`src/rtl/serial_addsub_if.sv`:
```
// rtl/serial_addsub_if.sv - chunk stream bundle between serialiser, serial_addsub and result consumer
interface serial_addsub_if #(
    parameter int N = 4
);
    logic         i_valid;
    logic         i_ready;
    logic [N-1:0] i0;
    logic [N-1:0] i1;
    logic         sub;
    logic         cin;
    logic         o_valid;
    logic         o_ready;
    logic [N-1:0] o;
    logic         o_last;
    logic         cout;
    logic         v;
    logic         z;

    modport master (
        output i_valid, i0, i1, sub, cin, o_ready,
        input  i_ready, o_valid, o, o_last, cout, v, z
    );

    modport slave (
        input  i_valid, i0, i1, sub, cin, o_ready,
        output i_ready, o_valid, o, o_last, cout, v, z
    );
endinterface

```
`src/rtl/serial_addsub.sv`:
```
// rtl/serial_addsub.sv - digit-serial adder/subtractor, N-bit chunks, K chunks per word, LS chunk first
module serial_addsub #(
    parameter int N = 4,
    parameter int K = 4
) (
    input  logic                clk_i,
    input  logic                rst_i,
    serial_addsub_if.slave      bus
);
    localparam int IW = (K > 1) ? $clog2(K) : 1;

    logic [IW-1:0] idx_q, idx_d;
    logic          mode_q, mode_d;
    logic          carry_q, carry_d;
    logic          zacc_q, zacc_d;
    logic          o_valid_q, o_valid_d;
    logic [N-1:0]  o_q, o_d;
    logic          o_last_q, o_last_d;
    logic          cout_q, cout_d;
    logic          v_q, v_d;
    logic          z_q, z_d;

    logic          accept;
    logic          first;
    logic          last;
    logic          sub_w;
    logic [N-1:0]  b_w;
    logic          cin_w;
    logic [N:0]    sum;
    logic          zacc_new;

    assign bus.i_ready = !o_valid_q || bus.o_ready;
    assign accept      = bus.i_valid && bus.i_ready;
    assign first       = (idx_q == '0);
    assign last        = (idx_q == IW'(K - 1));

    always_comb begin
        // Mode and carry-in come from the ports only on chunk 0; later chunks use the latched state.
        sub_w    = first ? bus.sub : mode_q;
        b_w      = sub_w ? ~bus.i1 : bus.i1;
        cin_w    = first ? (bus.sub ^ bus.cin) : carry_q;
        sum      = {1'b0, bus.i0} + {1'b0, b_w} + {{N{1'b0}}, cin_w};
        zacc_new = (sum[N-1:0] == '0) && (first || zacc_q);

        idx_d    = idx_q;
        mode_d   = mode_q;
        carry_d  = carry_q;
        zacc_d   = zacc_q;
        o_d      = o_q;
        o_last_d = o_last_q;
        cout_d   = cout_q;
        v_d      = v_q;
        z_d      = z_q;

        if (accept) begin
            idx_d    = last ? '0 : idx_q + IW'(1);
            mode_d   = sub_w;
            carry_d  = sum[N];
            zacc_d   = zacc_new;
            o_d      = sum[N-1:0];
            o_last_d = last;
            cout_d   = last && (sub_w ^ sum[N]);
            v_d      = last && (bus.i0[N-1] == b_w[N-1]) && (sum[N-1] != bus.i0[N-1]);
            z_d      = last && zacc_new;
        end

        if (accept) begin
            o_valid_d = 1'b1;
        end else if (bus.o_ready) begin
            o_valid_d = 1'b0;
        end else begin
            o_valid_d = o_valid_q;
        end
    end

    always_ff @(posedge clk_i) begin
        if (rst_i) begin
            idx_q     <= '0;
            mode_q    <= 1'b0;
            carry_q   <= 1'b0;
            zacc_q    <= 1'b1;
            o_valid_q <= 1'b0;
            o_q       <= '0;
            o_last_q  <= 1'b0;
            cout_q    <= 1'b0;
            v_q       <= 1'b0;
            z_q       <= 1'b0;
        end else begin
            idx_q     <= idx_d;
            mode_q    <= mode_d;
            carry_q   <= carry_d;
            zacc_q    <= zacc_d;
            o_valid_q <= o_valid_d;
            o_q       <= o_d;
            o_last_q  <= o_last_d;
            cout_q    <= cout_d;
            v_q       <= v_d;
            z_q       <= z_d;
        end
    end

    assign bus.o_valid = o_valid_q;
    assign bus.o       = o_q;
    assign bus.o_last  = o_last_q;
    assign bus.cout    = cout_q;
    assign bus.v       = v_q;
    assign bus.z       = z_q;
endmodule

```
`src/flat_wrapper.sv`:
```
// flat-port wrapper written by rule: the top's interface ports become plain ports
module serial_addsub_flat 
#(
    parameter int N = 4,
    parameter int K = 4
)
  (clk_i, rst_i, bus_i_valid, bus_i0, bus_i1, bus_sub, bus_cin, bus_o_ready, bus_i_ready, bus_o_valid, bus_o, bus_o_last, bus_cout, bus_v, bus_z);
  serial_addsub_if #(.N(N)) bus_i ();
  input  logic clk_i;
  input  logic rst_i;
  input wire logic [$bits(bus_i.i_valid)-1:0] bus_i_valid;
  input wire logic [$bits(bus_i.i0)-1:0] bus_i0;
  input wire logic [$bits(bus_i.i1)-1:0] bus_i1;
  input wire logic [$bits(bus_i.sub)-1:0] bus_sub;
  input wire logic [$bits(bus_i.cin)-1:0] bus_cin;
  input wire logic [$bits(bus_i.o_ready)-1:0] bus_o_ready;
  output wire logic [$bits(bus_i.i_ready)-1:0] bus_i_ready;
  output wire logic [$bits(bus_i.o_valid)-1:0] bus_o_valid;
  output wire logic [$bits(bus_i.o)-1:0] bus_o;
  output wire logic [$bits(bus_i.o_last)-1:0] bus_o_last;
  output wire logic [$bits(bus_i.cout)-1:0] bus_cout;
  output wire logic [$bits(bus_i.v)-1:0] bus_v;
  output wire logic [$bits(bus_i.z)-1:0] bus_z;
  assign bus_i.i_valid = bus_i_valid;
  assign bus_i.i0 = bus_i0;
  assign bus_i.i1 = bus_i1;
  assign bus_i.sub = bus_sub;
  assign bus_i.cin = bus_cin;
  assign bus_i.o_ready = bus_o_ready;
  assign bus_i_ready = bus_i.i_ready;
  assign bus_o_valid = bus_i.o_valid;
  assign bus_o = bus_i.o;
  assign bus_o_last = bus_i.o_last;
  assign bus_cout = bus_i.cout;
  assign bus_v = bus_i.v;
  assign bus_z = bus_i.z;
  serial_addsub #(.N(N), .K(K)) u_core (.clk_i(clk_i), .rst_i(rst_i), .bus(bus_i));
endmodule
```
`config.mk`:
```
export PLATFORM = sky130hd
export DESIGN_NAME = serial_addsub_flat
export DESIGN_NICKNAME = d
export VERILOG_FILES = /design/src/rtl/serial_addsub_if.sv /design/src/rtl/serial_addsub.sv /design/src/flat_wrapper.sv
export SDC_FILE = /design/constraint.sdc
export NUM_CORES = 1
export LEC_CHECK = 0
export CAP_MARGIN = 10
export CORE_UTILIZATION = 45
export CTS_CLUSTER_DIAMETER = 150
export DETAILED_ROUTE_END_ITERATION = 7
export PLACE_DENSITY = 0.77
export SYNTH_ARGS = -nofsm -noshare
export SYNTH_HDL_FRONTEND = slang
export SYNTH_SLANG_ARGS = --single-unit
```
`constraint.sdc`:
```
create_clock -name clk_i -period 2.9 [get_ports clk_i]
set_clock_uncertainty 0.05 [all_clocks]
set_input_delay 0.58 -clock clk_i [delete_from_list [all_inputs] [get_ports clk_i]]
set_output_delay 0.58 -clock clk_i [all_outputs]
set_load 0.02 [all_outputs]
```
==> results of run 1 <==
[cells by family (layout without fill, tap and decap cells)]
group	after synthesis	count (layout)	share of synthesized area [%]
multiplexers	1	1	2.86
AO/OA/AOI/OAI	20	20	15.7
flip-flops	14	14	35.6
buffers and inverters	9	35	4.93
AND/OR/NAND/NOR	25	25	17.8
XOR/XNOR	9	9	10.0
adder cells (fa/ha/maj)	7	7	13.0
[power by group]
| part | total [µW] | internal [µW] | switching, µW |
|---|---|---|---|
| logic | 196 | 97.9 | 97.9 |
| registers | 218 | 208 | 9.17 |
| clock network | 141 | 76.5 | 64.8 |
[tightest hold or removal path, delay by kind of cell, from the launching register on]
| family | cells | cell delay, ps |
|---|---|---|
| flip-flops | 1 | 320 |
| AND/OR/NAND/NOR | 1 | 50 |
| AO/OA/AOI/OAI | 1 | 50 |
[routing by layer]
| layer | up-vias | GRT usage, % |
|---|---|---|
| met5 | - | 0 |
| met4 | 0 | 11.3 |
| met1 | 301 | 18.9 |
| met2 | 20 | 32.8 |
| li1 | 342 | - |
| met3 | 5 | 3.75 |
[worst max path at each step]
stage | startpoint | to | cells past startpoint
6_report | u_core.idx_q[0] | u_core.bus.cout | 11
5_1_grt | u_core.idx_q[0] | u_core.bus.cout | 11
4_1_cts | u_core.idx_q[0] | u_core.bus.cout | 11
3_5_place_dp | bus_sub | u_core.bus.cout | 10
3_3_place_gp | bus_sub | u_core.bus.z | 9
2_1_floorplan | u_core.idx_q[0] | u_core.bus.cout | 11
[synth_stat cells, drive strengths merged]
library cell | count | area share, %
a211oi | 4 | 3.8
clkbuf | 1 | 0.48
or3 | 1 | 0.80
mux2i | 1 | 2.9
and2 | 1 | 0.80
nor2 | 5 | 2.4
buf | 2 | 1.6
xor2 | 2 | 2.2
fa | 2 | 5.1
ha | 5 | 7.9
o31ai | 2 | 1.9
dfxtp | 14 | 36
o2111ai | 1 | 1.1
nor3b | 1 | 0.95
nand2 | 10 | 5.1
inv | 6 | 2.9
nand2b | 1 | 1.7
nand3b | 5 | 4.8
xnor2 | 7 | 7.8
or4b | 1 | 1.3
a21oi | 8 | 5.1
o21ai | 3 | 1.9
a21o | 2 | 1.9
[final cells by class]
cell class | instances | area [µm²] | area share (%)
Sequential cell | 14 | 280 | 26.1
Inverter | 6 | 22.5 | 2.10
Timing Repair Buffer | 25 | 245 | 22.9
Tap cell | 16 | 20.0 | 1.87
Clock buffer | 4 | 36.3 | 3.38
Multi-Input combinational cell | 62 | 468 | 43.6
[flip-flops by register name, indices dropped and copies added, names as in the netlist]
register            flops
u_core.idx_q            2
u_core.carry_q          1
u_core.bus.o            4
u_core.mode_q           1
u_core.bus.o_last       1
u_core.bus.o_valid      1
u_core.bus.z            1
u_core.bus.v            1
u_core.bus.cout         1
u_core.zacc_q           1
[per-stage QoR]
| stage | TNS, ps | area (µm²) | setup WS [ps] | power [µW] | util [%] |
|---|---|---|---|---|---|
| 6_report | 0 | 1070 | 236 | 555 | 68.0 |
| 3_5_place_dp | -41.4 | 1040 | -41.4 | 418 | 65.7 |
| 5_1_grt | 0 | 1070 | 85.5 | 592 | 68.0 |
| 3_3_place_gp | 0 | 1040 | 54.2 | 414 | 65.7 |
| 4_1_cts | 0 | 1070 | 234 | 559 | 68.0 |
| 2_1_floorplan | 0 | 787 | 355 | 353 | - |
==> results.toml, run 1 <==
[power]
irDropWorstVdd_v = 0.000313
power_density_nw_per_um2 = 517
p_leak_uw = 0.000429

[global_route]
grt_pass1_wl_mm = 2.49
track_usage_pct = 18.2
antenna_found_initial = 0
grt.overflow.total = 0
grt_pass1_vias = 604
grt_start_max_net_pins = 18

[synth]
syn_area_per_cell_um2 = 9.26
netlist_area_um2 = 787
synth_cell_type_count = 26
synthCells = 85
synth_seq_cells = 14
yosysSeqAreaShare_pct = 35.6
ys_warn_count = 0
synth_fp_nets = 106

[sta]
min_period_ps = 2660
finalHoldViolations = 0
drv_slew = 0
max_freq_mhz = 375
setup_viol = 0
post-route-period-util_pct = 91.8
worstMarginPinSlew_ps = 459
rsz0062_at_grt = "false"
relSlewSlack_pct = 69.4
holdWs_ps = 416

[worst_setup_path]
reg2reg_setup_slack_ps = 240
critPathBufInv = 2
cp-start-kind = "register"
crit_path_max_fanout = 4
crit_chain = "inv_1 > ha_1 > mux2i_4 > xor2_1 > fa_1 > inv_1 > fa_1 > a21o_1 > a21oi_1 > xnor2_1 > o21ai_0"
end_kind = "register"
r2r_start = "u_core.idx_q[0]"
cp.arrival_ps = 2780
cp.required_ps = 3020
slowest_stage = "fa_1"
r2r-end = "u_core.bus.cout"
cp_top_family = "adder cells"
reg2reg_depth = 11
crit_type = "reg -> reg"
cp_slowest_stage_delay_ps = 390

[clocking]
clockRootBuffer = "clkbuf_4"
insertion_delay_ps = 280
hold_buffers = 0
cts_buffer_depth = 2
cts_made_buffers = 3
clkSlewWorstSetupHoldPaths_ps = 90
htreeDepth = 1
cts_setup_buffers = 0
cts_resized = 0
cts_tree = "yes"
cts_sinks = 14

[drt]
post-route-drc-count = 3
drt_iter0_markers = 9
via_count = 668
dr.pass1.iters = 5
drt-total-wl_mm = 1.42
dr_wl_met2_um = 692
wl_met3_um = 57
vias_per_cell = 5.26
highest_layer = "met4"
detail-route-antenna-nets = 0
wl_per_cell_um = 11.2
wl_met1_um = 621

[place]
portBuffers = 23
gp_routability_congestion = 0.769
dp_hpwl_mm = 1.11
place_inst = 123

[floorplan]
rows = 14
die_area_um2 = 1920
start_util_pct = 49.9
fp.dieH_um = 43.8
coreArea_um2 = 1580
die_width_um = 43.8
pin_count = 24

[cells_and_area]
area_growth_pct = 36.2
final_cell_mix = "clkdlybuf4s50_1 (23), dfxtp_1 (14), nand2_1 (9), a21oi_1 (8), xnor2_1 (7)"
stdcell_count = 127
num_antenna_cells = 0
final_common_cell = "clkdlybuf4s50_1"
drive_above_1_share_pct = 8.11
layout.nets = 133
fillers = 129

[hold_path]
hp-class = "reg -> reg"
holdPathEnd = "u_core.bus.o[1]"
hold_start = "u_core.bus.o[1]"
hold_path_depth = 2

[outcome]
status = "finished, violations left"
violations = "design-rule violations"

[job]
max_cap_violations = 0
Note: power is estimated with default switching activity, not from simulation.
==> inputs of run 2 (changes only) <==
- CTS_CLUSTER_DIAMETER: 150 -> unset
- GPL_TIMING_DRIVEN: unset -> 0
- SLEW_MARGIN: unset -> 10
==> results.toml, run 2 (synthesis gave the netlist of run 1 again) <==
[outcome]
status = "finished, violations left"
violations = "design-rule violations"

[worst_setup_path]
crit_path_max_fanout = 4
crit_type = "in -> reg"
cp_slowest_stage_delay_ps = 470
cp.required_ps = 3020
cp_top_family = "adder cells"
end_kind = "register"
critPathBufInv = 2
cp-start-kind = "primary input"
cp.arrival_ps = 2820
crit_cells = 10
crit_chain = "clkdlybuf4s50_1 > mux2i_4 > xor2_1 > fa_1 > inv_1 > fa_1 > a21o_1 > a21oi_1 > xnor2_1 > o21ai_0"
reg2reg_depth = 11
crit_top_cell = "fa_1"
slowest_stage = "clkdlybuf4s50_1"

[global_route]
grtUsageMet1_pct = 24.4
antenna_found_initial = 0
grt_pass1_wl_mm = 2.66
grt_pass1_vias = 649
grtUsageMet3_pct = 2.50
grt.overflow.total = 0
use_met2_pct = 29.9
gr-max-usage-layer = "met2"
track_usage_pct = 18.9
grt_start_max_net_pins = 11

[floorplan]
pin_count = 24
die_area_um2 = 1920
coreArea_um2 = 1580
fp.dieH_um = 43.8
start_util_pct = 49.9
die_width_um = 43.8
rows = 14

[clocking]
clkSlewWorstSetupHoldPaths_ps = 90
hold_buffers = 0
htreeDepth = 1
cts_sinks = 14
cts_buffer_depth = 2
cts_tree = "yes"
clockRootBuffer = "clkbuf_4"
insertion_delay_ps = 280
cts_made_buffers = 3

[job]
max_cap_violations = 0

[drt]
dr.pass1.iters = 6
drt-total-wl_mm = 1.50
vias_per_cell = 5.15
post-route-drc-count = 2
wl_per_cell_um = 11.7
detail-route-antenna-nets = 0
drt_iter0_markers = 18
via_count = 664

[cells_and_area]
ff_latch_area_um2 = 280
stdcell_count = 129
layout.nets = 135
num_antenna_cells = 0
area_growth_pct = 37.7
finish.utilization_pct = 68.7
final_cell_mix = "clkdlybuf4s50_1 (23), dfxtp_1 (14), nand2_1 (9), a21oi_1 (8), xnor2_1 (7)"
largest_reg_flops = 4
fillers = 135
final_common_cell = "clkdlybuf4s50_1"
drive_above_1_share_pct = 9.73
multi_input_area_um2 = 470

[power]
irDropWorstVdd_v = 0.000258
p_leak_uw = 0.000433
power_density_nw_per_um2 = 518
total_power_uw = 562

[sta]
holdWs_ps = 423
post-route-period-util_pct = 93.1
min_period_ps = 2700
worstMarginPinSlew_ps = 465
max_freq_mhz = 370
rsz0062_at_grt = "false"
setup_viol = 0
finalHoldViolations = 0
relSlewSlack_pct = 69.0
drv_slew = 0

[place]
place_inst = 124
portBuffers = 23
gp_routability_congestion = 0.773
dp_hpwl_mm = 1.20

[hold_path]
hold_path_depth = 2
hp-class = "reg -> reg"
[run 2: cell count changes in the layout (fill, tap and decap cells not counted)]
cell,before,now
ha_1,5,4
buf_2,0,1
ha_2,0,1
clkbuf_1,0,1
[run 2: worst paths after layout]
path | endpoint | slack, ps | start
worst max-delay path | u_core.bus.cout | 200 | bus_sub
worst min-delay path | u_core.bus.o_last | 420 | u_core.bus.o_last
worst max register to register | u_core.bus.cout | 240 | u_core.idx_q[0]
worst min register to register | u_core.bus.o_last | 420 | u_core.bus.o_last
[run 2: through the flow]
stage / worst slack [ps] / instance area [µm²] / TNS [ps]
6_report: 200 / 1080 / 0
5_1_grt: 35.1 / 1080 / 0
4_1_cts: 52.5 / 1070 / 0
3_5_place_dp: -207 / 1040 / -605
3_3_place_gp: -182 / 1040 / -478
2_1_floorplan: 355 / 787 / 0
[run 2: power breakdown]
group	internal, µW	switching [µW]
registers	208	9.47
logic	100	99.9
clock network	76.4	67.0
[run 2: per-layer routing]
layer	wire length [µm]	part of all wire (%)
met5	0	0
met4	29	1.9
met3	52	3.5
met2	728	48
met1	692	46
[run 2: area by class of cell]
type,instances,area share (%)
flip-flops and latches,14,25.9
repair buffers,24,21.9
multi-input cells,62,43.4
plain buffers,3,1.50
inverters,6,2.08
well taps,16,1.85
clock buffers,4,3.35
[run 2: worst register-to-register path: stages, from the launching register on]
cell     delay (ps)
dfxtp_1         340
inv_1            70
ha_2            240
mux2i_4         300
xor2_1          220
fa_1            210
inv_1            60
fa_1            410
a21o_1          200
a21oi_1         220
xnor2_1         140
o21ai_0         100
[run 2: what timing repair did]
action / 4_1_cts / 5_1_grt
hold endpoints to repair: 0 / 0
setup buffers: 0 / 1
setup endpoints to repair: 0 / 3
resized for setup: 0 / 1
==> inputs of run 3 (changes only) <==
- SKIP_CTS_REPAIR_TIMING: unset -> 1
- SLEW_MARGIN: 10 -> unset
==> results of run 3 <==
No change in the layout: final DEF, timing and power equal those of run 2.
==> variant, RTL diff (flow settings as in run 1) <==
Make the reset (`rst_i`) asynchronous in one clocked block.
--- a/src/rtl/serial_addsub.sv
+++ b/src/rtl/serial_addsub.sv
@@ -75,3 +75,3 @@
 
-    always_ff @(posedge clk_i) begin
+    always_ff @(posedge clk_i or posedge rst_i) begin
         if (rst_i) begin
Behaviour: differs if rst_i is asserted again (counterexample within 4 cycles, from zero or initial values and one cycle with rst_i high); with rst_i held inactive, the same outputs for 10 cycles.
==> variant against run 1 <==
Worst setup slack improved by 0.016 ns; wire length increased by 1.8%; first-iteration DRC count rose by 110%; area after synthesis up 1.9%; design area increased by 0.35%; sequential cell count unchanged; highest routed layer unchanged.
Power is not compared: it rests on default switching activity, and its combinational part moved more than twofold at a synthesized area within 25%.
==> variant: results (changes against run 1) <==
[outcome]
status=completed

[placement]
dpl-instance-area_um2=1050  ; +1.1%
place.gp.congestion=0.733  ; -4.8%
dp_cells=114  ; -7.3%
dp_worst_setup_slack_ns=-0.00808  ; +0.0334 ns
port_buffers=23  ; unchanged

[synthesis]
yosysUniqueCellTypes=24  ; -7.7%
synth_cells=76  ; -11%
ys.flop_type=dfrtp_1
synth.area.top_cells=dfrtp_1, ha_1, xnor2_1
synth_seq_area_share_pct=43.8  ; +8.2 points
syn-num-nets=97  ; -8.5%
synth_common_cells=nand2_1, dfrtp_1, inv_1, xnor2_1, o21ai_0
async_flop_share_pct=100  ; +100 points

[global_routing]
first_global_vias=589  ; -2.5%
grt_start_max_net_pins=22  ; +4
grt_use_total_pct=17.8  ; -0.42 points
grt_first_pass_wirelength_mm=2.50  ; +0.56%

[pwr]
p_per_area_nw_per_um2=998

[worst_setup_path]
rr_endpoint=u_core.bus.z
crit_slowest_cell=dfrtp_1
cp-startpoint=u_core.idx_q[0]
reg2reg_depth=10  ; -1
max_stage_delay_ns=0.41  ; +0.02 ns

[clock_tree]
clock-sinks=14  ; unchanged
cts_setup_buffers=0  ; unchanged

[routing]
drtPass1Iterations=6  ; +1
routed_wl_mm=1.44  ; +1.8%
drtIter0Drc=19  ; +10

[cells_and_area]
nonClockBufferCount=24  ; -4.0%
multi_input_area_share_pct=38.5  ; -5.2 points
num-fill-cells=125  ; -3.1%
nonClkBufAreaFrac_pct=22.1  ; -0.78 points
final-clk-cell-share_pct=2.44  ; -0.94 points
seq_share_pct=32.7  ; +6.5 points
finalNonFillerCells=118  ; -7.1%

[min_path]
min_from=u_core.zacc_q
hold_end=u_core.zacc_q

[sta]
maxSlewHeadroom_pct=59.8  ; -9.6 points

[variant: cell types whose count changed in the layout (fill, tap and decap cells not counted), sizes merged, moves of 2 or more]
cell    before  now
a211oi       4    0
a21oi        8    2
dfrtp        0   13
nor2         5    0
dfxtp       14    0
o21ai        3    7
mux2         0    2
nand2       10   14
nand3b       5    1
[variant: layer usage]
| metal | GRT usage, % | up-vias | part of all wire [%] |
|---|---|---|---|
| met1 | 24.3 | 289 | 47 |
| met3 | 6.12 | 2 | 4.7 |
| met2 | 26.8 | 18 | 48 |
| met4 | 5.45 | 0 | 0.83 |
| li1 | - | 306 | - |
| met5 | 0 | - | 0 |
[variant: cells by family (layout without fill, tap and decap cells)]
family                   Yosys count  after routing  synth area share, %
AO/OA/AOI/OAI                     15             15                 12.5
multiplexers                       3              3                 5.62
buffers and inverters              9             35                 4.84
flip-flops                        14             14                 43.8
XOR/XNOR                           9              9                 9.83
AND/OR/NAND/NOR                   19             19                 10.6
adder cells (fa/ha/maj)            7              7                 12.8
